===== config.mk =====
export PLATFORM = sky130hd
export DESIGN_NAME = pattern_stream_gen_flat
export DESIGN_NICKNAME = d
export VERILOG_FILES = /design/src/rtl/pattern_stream_gen_if.sv /design/src/rtl/pattern_stream_gen.sv /design/src/flat_wrapper.sv
export SDC_FILE = /design/constraint.sdc
export NUM_CORES = 1
export LEC_CHECK = 0
export BUFFER_PORTS_ARGS = -buffer_cell sky130_fd_sc_hd__clkbuf_2
export CAP_MARGIN = 15
export CORE_UTILIZATION = 45
export CTS_BUF_LIST = sky130_fd_sc_hd__clkbuf_4
export CTS_CLUSTER_SIZE = 28
export DETAILED_ROUTE_END_ITERATION = 12
export PLACE_DENSITY = 0.65
export REMOVE_ABC_BUFFERS = 1
export SYNTH_ARGS = -nofsm -noshare
export SYNTH_HDL_FRONTEND = slang
export SYNTH_SLANG_ARGS = --single-unit

===== constraint.sdc =====
create_clock -name clk -period 3.7 [get_ports clk]
set_input_delay 0.185 -clock clk [delete_from_list [all_inputs] [get_ports clk]]
set_output_delay 0.185 -clock clk [all_outputs]
set_load 0.03 [all_outputs]

===== src/rtl/pattern_stream_gen_if.sv =====
// Handshake bundle between the pattern stream generator and its sink/controller.
interface pattern_stream_gen_if #(
    parameter int W = 4
);
    logic         start_i;
    logic [W-1:0] pattern_i;
    logic [7:0]   repeat_i;
    logic [3:0]   gap_i;
    logic         ready_i;
    logic         d_o;
    logic         valid_o;
    logic         busy_o;
    logic         done_o;
    logic [7:0]   sent_cnt_o;

    modport master (
        input  start_i, pattern_i, repeat_i, gap_i, ready_i,
        output d_o, valid_o, busy_o, done_o, sent_cnt_o
    );

    modport slave (
        output start_i, pattern_i, repeat_i, gap_i, ready_i,
        input  d_o, valid_o, busy_o, done_o, sent_cnt_o
    );
endinterface


===== src/rtl/pattern_stream_gen.sv =====
// Serial pattern transmitter: gap filler + W-bit pattern, repeated, MSB-first.
// PATTERN_GEN_LFSR_FILL_EN selects LFSR filler bits instead of constant 0.
module pattern_stream_gen #(
    parameter int         W         = 4,
    parameter logic [7:0] LFSR_SEED = 8'hA5
) (
    input logic clk,
    input logic rst,
    pattern_stream_gen_if.master bus
);
    localparam int IW = $clog2(W);
    localparam logic [IW-1:0] TOP = IW'(W - 1);

    typedef enum logic [1:0] {IDLE, GAP, SEND, DONE} state_t;

    state_t        state_q, state_d;
    logic [W-1:0]  pat_q, pat_d;
    logic [7:0]    rep_q, rep_d;
    logic [3:0]    gap_q, gap_d;
    logic [3:0]    gcnt_q, gcnt_d;
    logic [IW-1:0] idx_q, idx_d;
    logic [IW-1:0] idx_m1;
    logic [7:0]    cnt_q, cnt_d;
    logic          d_q, d_d;
    logic          valid_q, valid_d;
    logic          busy_q, busy_d;
    logic          done_q, done_d;
    logic          xfer;
    logic          accept;
    logic          fill_cur, fill_nxt, fill_seed;

    assign xfer   = valid_q & bus.ready_i;
    assign accept = (state_q == IDLE) & bus.start_i;
    assign idx_m1 = idx_q - 1'b1;

`ifdef PATTERN_GEN_LFSR_FILL_EN
    logic [7:0] lfsr_q, lfsr_d, lfsr_nx;

    // x^8+x^6+x^5+x^4+1, filler bit taken from the LSB
    assign lfsr_nx = {lfsr_q[6:0], lfsr_q[7] ^ lfsr_q[5] ^ lfsr_q[4] ^ lfsr_q[3]};

    always_comb begin
        lfsr_d = lfsr_q;
        if (accept)
            lfsr_d = LFSR_SEED;
        else if (state_q == GAP && xfer)
            lfsr_d = lfsr_nx;
    end

    always_ff @(posedge clk or posedge rst) begin
        if (rst) lfsr_q <= LFSR_SEED;
        else     lfsr_q <= lfsr_d;
    end

    assign fill_cur  = lfsr_q[0];
    assign fill_nxt  = lfsr_nx[0];
    assign fill_seed = LFSR_SEED[0];
`else
    assign fill_cur  = 1'b0;
    assign fill_nxt  = 1'b0;
    assign fill_seed = 1'b0;
`endif

    always_comb begin
        state_d = state_q;
        pat_d   = pat_q;
        rep_d   = rep_q;
        gap_d   = gap_q;
        gcnt_d  = gcnt_q;
        idx_d   = idx_q;
        cnt_d   = cnt_q;
        d_d     = d_q;
        valid_d = valid_q;
        busy_d  = busy_q;
        done_d  = 1'b0;
        unique case (state_q)
            IDLE: begin
                if (bus.start_i) begin
                    pat_d  = bus.pattern_i;
                    rep_d  = bus.repeat_i;
                    gap_d  = bus.gap_i;
                    cnt_d  = 8'd0;
                    busy_d = 1'b1;
                    if (bus.repeat_i == 8'd0) begin
                        state_d = DONE;
                        valid_d = 1'b0;
                        d_d     = 1'b0;
                        done_d  = 1'b1;
                    end else if (bus.gap_i == 4'd0) begin
                        state_d = SEND;
                        idx_d   = TOP;
                        d_d     = bus.pattern_i[W-1];
                        valid_d = 1'b1;
                    end else begin
                        state_d = GAP;
                        gcnt_d  = bus.gap_i - 4'd1;
                        d_d     = fill_seed;
                        valid_d = 1'b1;
                    end
                end
            end
            GAP: begin
                if (xfer) begin
                    if (gcnt_q == 4'd0) begin
                        state_d = SEND;
                        idx_d   = TOP;
                        d_d     = pat_q[W-1];
                    end else begin
                        gcnt_d = gcnt_q - 4'd1;
                        d_d    = fill_nxt;
                    end
                end
            end
            SEND: begin
                if (xfer) begin
                    if (idx_q == '0) begin
                        cnt_d = cnt_q + 8'd1;
                        if (cnt_q == rep_q - 8'd1) begin
                            state_d = DONE;
                            valid_d = 1'b0;
                            d_d     = 1'b0;
                            done_d  = 1'b1;
                        end else if (gap_q == 4'd0) begin
                            idx_d = TOP;
                            d_d   = pat_q[W-1];
                        end else begin
                            state_d = GAP;
                            gcnt_d  = gap_q - 4'd1;
                            // LFSR already advanced past the last filler sent
                            d_d     = fill_cur;
                        end
                    end else begin
                        idx_d = idx_m1;
                        d_d   = pat_q[idx_m1];
                    end
                end
            end
            DONE: begin
                state_d = IDLE;
                valid_d = 1'b0;
                busy_d  = 1'b0;
            end
        endcase
    end

    always_ff @(posedge clk or posedge rst) begin
        if (rst) begin
            state_q <= IDLE;
            pat_q   <= '0;
            rep_q   <= 8'd0;
            gap_q   <= 4'd0;
            gcnt_q  <= 4'd0;
            idx_q   <= '0;
            cnt_q   <= 8'd0;
            d_q     <= 1'b0;
            valid_q <= 1'b0;
            busy_q  <= 1'b0;
            done_q  <= 1'b0;
        end else begin
            state_q <= state_d;
            pat_q   <= pat_d;
            rep_q   <= rep_d;
            gap_q   <= gap_d;
            gcnt_q  <= gcnt_d;
            idx_q   <= idx_d;
            cnt_q   <= cnt_d;
            d_q     <= d_d;
            valid_q <= valid_d;
            busy_q  <= busy_d;
            done_q  <= done_d;
        end
    end

    assign bus.d_o        = d_q;
    assign bus.valid_o    = valid_q;
    assign bus.busy_o     = busy_q;
    assign bus.done_o     = done_q;
    assign bus.sent_cnt_o = cnt_q;
endmodule


===== src/flat_wrapper.sv =====
// flat-port wrapper written by rule: the top's interface ports become plain ports
module pattern_stream_gen_flat 
#(
    parameter int         W         = 4,
    parameter logic [7:0] LFSR_SEED = 8'hA5
)
  (clk, rst, bus_start_i, bus_pattern_i, bus_repeat_i, bus_gap_i, bus_ready_i, bus_d_o, bus_valid_o, bus_busy_o, bus_done_o, bus_sent_cnt_o);
  pattern_stream_gen_if #(.W(W)) bus_i ();
  input logic clk;
  input logic rst;
  input wire logic [$bits(bus_i.start_i)-1:0] bus_start_i;
  input wire logic [$bits(bus_i.pattern_i)-1:0] bus_pattern_i;
  input wire logic [$bits(bus_i.repeat_i)-1:0] bus_repeat_i;
  input wire logic [$bits(bus_i.gap_i)-1:0] bus_gap_i;
  input wire logic [$bits(bus_i.ready_i)-1:0] bus_ready_i;
  output wire logic [$bits(bus_i.d_o)-1:0] bus_d_o;
  output wire logic [$bits(bus_i.valid_o)-1:0] bus_valid_o;
  output wire logic [$bits(bus_i.busy_o)-1:0] bus_busy_o;
  output wire logic [$bits(bus_i.done_o)-1:0] bus_done_o;
  output wire logic [$bits(bus_i.sent_cnt_o)-1:0] bus_sent_cnt_o;
  assign bus_i.start_i = bus_start_i;
  assign bus_i.pattern_i = bus_pattern_i;
  assign bus_i.repeat_i = bus_repeat_i;
  assign bus_i.gap_i = bus_gap_i;
  assign bus_i.ready_i = bus_ready_i;
  assign bus_d_o = bus_i.d_o;
  assign bus_valid_o = bus_i.valid_o;
  assign bus_busy_o = bus_i.busy_o;
  assign bus_done_o = bus_i.done_o;
  assign bus_sent_cnt_o = bus_i.sent_cnt_o;
  pattern_stream_gen #(.W(W), .LFSR_SEED(LFSR_SEED)) u_core (.clk(clk), .rst(rst), .bus(bus_i));
endmodule

# Word level (Yosys, flattened, before mapping)
# Index checks and enable logic that the tools add are counted.
op_classes:
  n_addsub: 6
  mul: 0
  n_div: 0
  n_lt_le_gt_ge: 1
  n_eq_ne: 19
  n_shift: 0
  n_mux: 60
  bitwise_logic: 1
  reduce_logical: 18
ops:
  columns: ["cell", "n"]
  rows:
  - ["2-to-1 mux 2 bit", 18]
  - ["2-to-1 mux 4 bit", 9]
  - ["2-to-1 mux 8 bit", 3]
  - ["2-to-1 mux 1 bit", 21]
  - ["one-hot mux 8 bit (2 select lines)", 1]
  - ["inequality test 2 bit (second input constant)", 7]
  - ["logical NOT 4 bit", 3]
  - ["one-hot mux 4 bit (3 select lines)", 1]
  - ["subtractor 4 x 1 -> 4 bit (second input constant)", 3]
  - ["inequality test 2 x 1 -> 1 bit (second input constant)", 5]
  - ["AND reduction 10 bit", 1]
  - ["AND reduction 9 bit", 1]
  - ["adder 8 x 1 -> 8 bit (second input constant)", 1]
  - ["equality test 8 bit", 1]
  - ["logical NOT 8 bit", 1]
  - ["one-hot mux 2 bit (4 select lines)", 1]
  - ["AND reduction 4 bit", 2]
  - ["subtractor 8 x 1 -> 8 bit (second input constant)", 1]
  - ["inequality test 3 bit (second input constant)", 2]
  - ["one-hot mux 1 bit (3 select lines)", 2]
  - ["one-hot mux 2 bit (3 select lines)", 1]
  - ["AND reduction 6 bit", 1]
  - ["nonzero test 3 bit", 2]
  - ["AND reduction 5 bit", 1]
  - ["other kinds (11)", 16]
word_totals:
  regBits: 36
  latch_bits: 0
  ramBits: 0
  rom_bits: 0
  inputBits: 20
  output_inout_bits: 12
  word_cells: 116
  n_memories: 0

# Depth between registers and ports, before layout
depth:
  ltp_word: 6
  mapped_depth: 10
  depth_no_buf: 8

# Least setup slack after synthesis
# OpenSTA, ideal clock, no wires.
synth_timing:
  path_kind: "reg-to-reg"
  startpoint: "register u_core.cnt_q[5] (netlist: u_core.bus.sent_cnt_o[5])"
  endpoint: "register u_core.state_q[0]"
  setup_time_ns: 0.125
  t_arrival_ns: 2.339
  required_ns: 3.575
  setup_slack_ns: 1.236
  path_stages_with_launch: 8
  path_buffers: 1
  synth_period_minus_slack_ns: 2.464
  cell_sequence: "dfrtp_1 -> clkbuf_1 -> or3b_2 -> nor4_1 -> nor4_2 -> nor4_4 -> o211a_4 -> mux2_4"
synth_between:
  elab_chain_len: 5
  word_cells_on_any_way: 7
  cone_classes: "eq/ne (2); mux (4); reduce/logical (1)"
synth_rtl:
  columns: ["item", "line", "text"]
  rows:
  - ["start, declared", "pattern_stream_gen.sv:23", "logic [7:0] cnt_q, cnt_d;"]
  - ["start signal, assigned", "pattern_stream_gen.sv:166", "cnt_q <= cnt_d;"]
  - ["equality test 8 bit (*)", "pattern_stream_gen.sv:118", "if (cnt_q == rep_q - 8'd1) begin"]
  - ["2-to-1 mux 2 bit", "pattern_stream_gen.sv:118", null]
  - ["2-to-1 mux 2 bit", "pattern_stream_gen.sv:116", "if (idx_q == '0) begin"]
  - ["2-to-1 mux 2 bit", "pattern_stream_gen.sv:115", "if (xfer) begin"]
  - ["one-hot mux 2 bit (4 select lines)", "pattern_stream_gen.sv:76", "unique case (state_q)"]
  - ["end signal, assigned", "pattern_stream_gen.sv:160", "state_q <= state_d;"]
  - ["end, declared", "pattern_stream_gen.sv:16", "state_t state_q, state_d;"]
# Every way passes the cells marked *; elsewhere a longest branch is shown, timed or not. The select of a mux whose other input is x is not followed.
# A chain may end at the register's enable or synchronous reset.

# Final worst setup path
layout_timing:
  startpoint: "register u_core.rep_q[0]"
  endpoint: "register u_core.state_q[0]"
layout_between:
  elab_chain_len: 6
  word_cells_on_any_way: 8
  cone_classes: "add/sub (1); eq/ne (2); mux (4); reduce/logical (1)"
layout_rtl:
  columns: ["item", "line", "text"]
  rows:
  - ["start, declared", "pattern_stream_gen.sv:18", "logic [7:0] rep_q, rep_d;"]
  - ["start signal, assigned", "pattern_stream_gen.sv:162", "rep_q <= rep_d;"]
  - ["subtractor 8 x 1 -> 8 bit (*)", "pattern_stream_gen.sv:118", null]
  - ["equality test 8 bit (*)", "pattern_stream_gen.sv:118", null]
  - ["2-to-1 mux 2 bit", "pattern_stream_gen.sv:118", null]
  - ["2-to-1 mux 2 bit", "pattern_stream_gen.sv:116", null]
  - ["2-to-1 mux 2 bit", "pattern_stream_gen.sv:115", null]
  - ["one-hot mux 2 bit (4 select lines)", "pattern_stream_gen.sv:76", null]
# Marked as above.

==> results.ini <==
[clock_tree]
cts.clk_slew.worst_paths_ns = 0.12
post_cts_resize_count = 0
cts.htree.levels = 2
clock_tree.root_cell = sky130_fd_sc_hd__clkbuf_4
cts_tree = done
cts-buffers-inserted = 5
worst_skew_pair.late_latency_ns = 0.35
tritoncts_num_sinks = 36
cts.path.max_buffers = 2

[logic_synthesis]
average_footprint_of_a_synthesized_cell_um2 = 10.0
yosysSeqAreaShare = 0.397
synth-edff-count = 0
synth_warn = 0
synth_ff_type = sky130_fd_sc_hd__dfrtp_1
synthesis.area_um2 = 2270
postSynthRegisterBits = 36
syn-instance-count = 227
synth.distinct_cells = 45
fraction_of_registers_with_async_set_or_reset_after_synthesis = 1.00

[floorplanning]
start_util = 0.475
io_pins = 32
die_width_um = 73.0
die_area_um2 = 5330
die_height_um = 73.0
core_area_um2 = 4790
core.rowCount = 25

[sta]
fin_crit_ns = 2.74
fin_worst_skew_ns = 0.00887
final.setup.worst_slack_ns = 0.957
layout_worst_path_cycle_share = 0.741
worstMarginPinSlew_ns = 0.749
max_freq_mhz = 365
finalMaxSlewViolations = 0
slew-limit-headroom = 0.500
final.setup.tns_ns = 0
hold_viol_final = 0
final_setup_violation_count = 0
rsz0062_at_grt = false

[drt]
drt_drc_violations_left = 0
final_antenna_net_count = 0
drt_iter0_markers = 73
viasPerCell = 5.64
wire_per_inst_um = 14.5
route.final.wire_length_mm = 4.71
detailedRoute.firstPassIterationCount = 4
vias = 1838

[worst_setup_path]
worstSetupPathType = flop to flop
worstPathMaxFanout = 8
arrival_time_reported_for_the_critical_path_endpoint_ns = 2.99
timing.critical_path.to_type = flop
critical_path_required_ns = 3.94
startpoint_type = flop

[global_routing]
overflow = 0
globalRouteTotalUtil = 0.196
grt_max_degree = 37
grt_first_pass_wirelength_mm = 8.00
antenna_found_initial = 0
grt_pass1_vias = 1711

[final_layout]
post_route_cells_drive_above_1_share = 0.274
area_growth_syn_to_fin_pct = 12.4
number_of_filler_cells_placed_in_the_layout = 440
n_diodes = 0
layout.nets = 286

[flow_run]
maxCapViolations = 0

[run_status]
outcome = completed

[power]
ir_drop_mv = 0.531
power.density_cell_area_nw_per_um2 = 976
power.static_leakage_nw = 1.17

[worst_hold_path]
timing.hold.worst.class = primary input to flop

[placed_design]
hpwl_mm = 3.39
routabilityCongestion = 0.840
buffer_ports.inserted = 31
preCtsSetupSlack_ns = 1.02

==> worst paths after layout <==
| path | from | to | slack, ns | cells past startpoint |
|---|---|---|---|---|
| worst max-delay path | u_core.rep_q[0] | u_core.state_q[0] | 0.96 | 8 |
| worst min-delay path | bus_pattern_i[1] | u_core.pat_q[1] | 0.06 | 2 |
| worst max register to register | u_core.rep_q[0] | u_core.state_q[0] | 0.96 | 8 |
| worst min register to register | u_core.pat_q[1] | u_core.pat_q[1] | 0.51 | 1 |
| max in group asynchronous | rst | u_core.gap_q[2] | 2.91 | 4 |
| min in group asynchronous | rst | u_core.rep_q[0] | 0.46 | 4 |
==> cells by family after synthesis <==
group           count (synthesis)  share of synthesized area
xor+xnor                       12                     0.0463
simple gates                   68                      0.171
fa+ha+maj                       8                     0.0441
flops                          36                      0.397
mux                            24                      0.129
compound gates                 55                      0.173
buf+inv                        24                     0.0397
==> placed cells by master (no fill, tap or decap), types with 9 or more instances in the layout <==
cell type	count
sky130_fd_sc_hd__clkbuf_2	31
sky130_fd_sc_hd__dfrtp_1	36
sky130_fd_sc_hd__inv_1	13
sky130_fd_sc_hd__mux2_2	16
sky130_fd_sc_hd__nand2_1	14
sky130_fd_sc_hd__nand3_1	10
sky130_fd_sc_hd__o21ai_0	17
sky130_fd_sc_hd__xnor2_1	9
==> flip-flops by register name (all words and copies together) (netlist names) <==
signal	cells
u_core.bus.valid_o	1
u_core.gcnt_q	4
u_core.rep_q	8
u_core.bus.busy_o	1
u_core.bus.sent_cnt_o	8
u_core.idx_q	2
u_core.bus.done_o	1
u_core.bus.d_o	1
u_core.state_q	2
u_core.pat_q	4
u_core.gap_q	4
==> cell usage after synthesis (2+ instances only) <==
library cell,instances,share of area
sky130_fd_sc_hd__nor2b_1,2,0.0055
sky130_fd_sc_hd__nor2_1,7,0.012
sky130_fd_sc_hd__nand4_1,3,0.0083
sky130_fd_sc_hd__nand3_1,10,0.022
sky130_fd_sc_hd__a22o_1,6,0.023
sky130_fd_sc_hd__inv_1,13,0.021
sky130_fd_sc_hd__o21ai_0,17,0.037
sky130_fd_sc_hd__nand3b_1,3,0.0099
sky130_fd_sc_hd__xnor2_1,9,0.035
sky130_fd_sc_hd__a21oi_1,7,0.015
sky130_fd_sc_hd__clkbuf_1,11,0.018
sky130_fd_sc_hd__a22oi_1,4,0.013
sky130_fd_sc_hd__and2_2,2,0.0066
sky130_fd_sc_hd__ha_1,8,0.044
sky130_fd_sc_hd__mux2_4,4,0.026
sky130_fd_sc_hd__mux2i_1,3,0.013
sky130_fd_sc_hd__nor3_1,8,0.018
sky130_fd_sc_hd__dfrtp_1,36,0.40
sky130_fd_sc_hd__mux2_2,16,0.079
sky130_fd_sc_hd__xor2_1,3,0.012
sky130_fd_sc_hd__a211oi_1,3,0.0099
sky130_fd_sc_hd__and3_1,3,0.0083
sky130_fd_sc_hd__nor4_1,8,0.022
sky130_fd_sc_hd__a21o_1,7,0.023
sky130_fd_sc_hd__nand2_1,14,0.023
==> what timing repair did <==
item,CTS,global route
setup buffers,0,0
hold buffers,1,0
hold endpoints to repair,36,0
==> critical path, stage by stage, from the launching register on <==
cell                       delay (ns)
sky130_fd_sc_hd__dfrtp_1         0.46
sky130_fd_sc_hd__inv_1           0.09
sky130_fd_sc_hd__ha_1            0.24
sky130_fd_sc_hd__or3b_1          0.40
sky130_fd_sc_hd__a211oi_1        0.22
sky130_fd_sc_hd__o211ai_1        0.17
sky130_fd_sc_hd__nor4_4          0.50
sky130_fd_sc_hd__o211a_4         0.26
sky130_fd_sc_hd__mux2_4          0.29
==> power breakdown <==
group          internal, W  switching (W)  total (W)
clock network    0.0000697       0.000137   0.000207
logic             0.000724       0.000762    0.00149
registers         0.000574       0.000226   0.000800
total              0.00137        0.00112    0.00249
==> area by class of cell <==
| cell class | instances | area (um2) | area share |
|---|---|---|---|
| repair buffers | 35 | 188 | 0.0735 |
| inverters | 13 | 48.8 | 0.0191 |
| multi-input cells | 167 | 1280 | 0.501 |
| flip-flops and latches | 36 | 901 | 0.353 |
| clock inverters | 3 | 13.8 | 0.00539 |
| clock buffers | 5 | 37.5 | 0.0147 |
| well taps | 67 | 83.8 | 0.0328 |
==> stage by stage <==
stage	utilization	cells	instance area, um2	hold slack (ns)	power, W
6_report	0.533	326	2550	0.0634	0.00249
5_1_grt	0.533	326	2550	0.0535	0.00272
4_1_cts	0.533	326	2550	0.0513	0.00251
3_5_place_dp	0.521	317	2490	0.308	0.00229
3_3_place_gp	0.521	317	2490	0.297	0.00228
2_1_floorplan	-	216	2230	0.336	0.00196
==> metal layers <==
metal	vias up	global-route usage	routed length [um]	share of wire
met2	50	0.322	2260	0.48
met1	884	0.251	2160	0.46
met5	-	0	0	0
li1	895	-	-	-
met4	0	0.0741	74	0.016
met3	9	0.0442	222	0.047
Note: power is estimated with default switching activity, not from simulation.
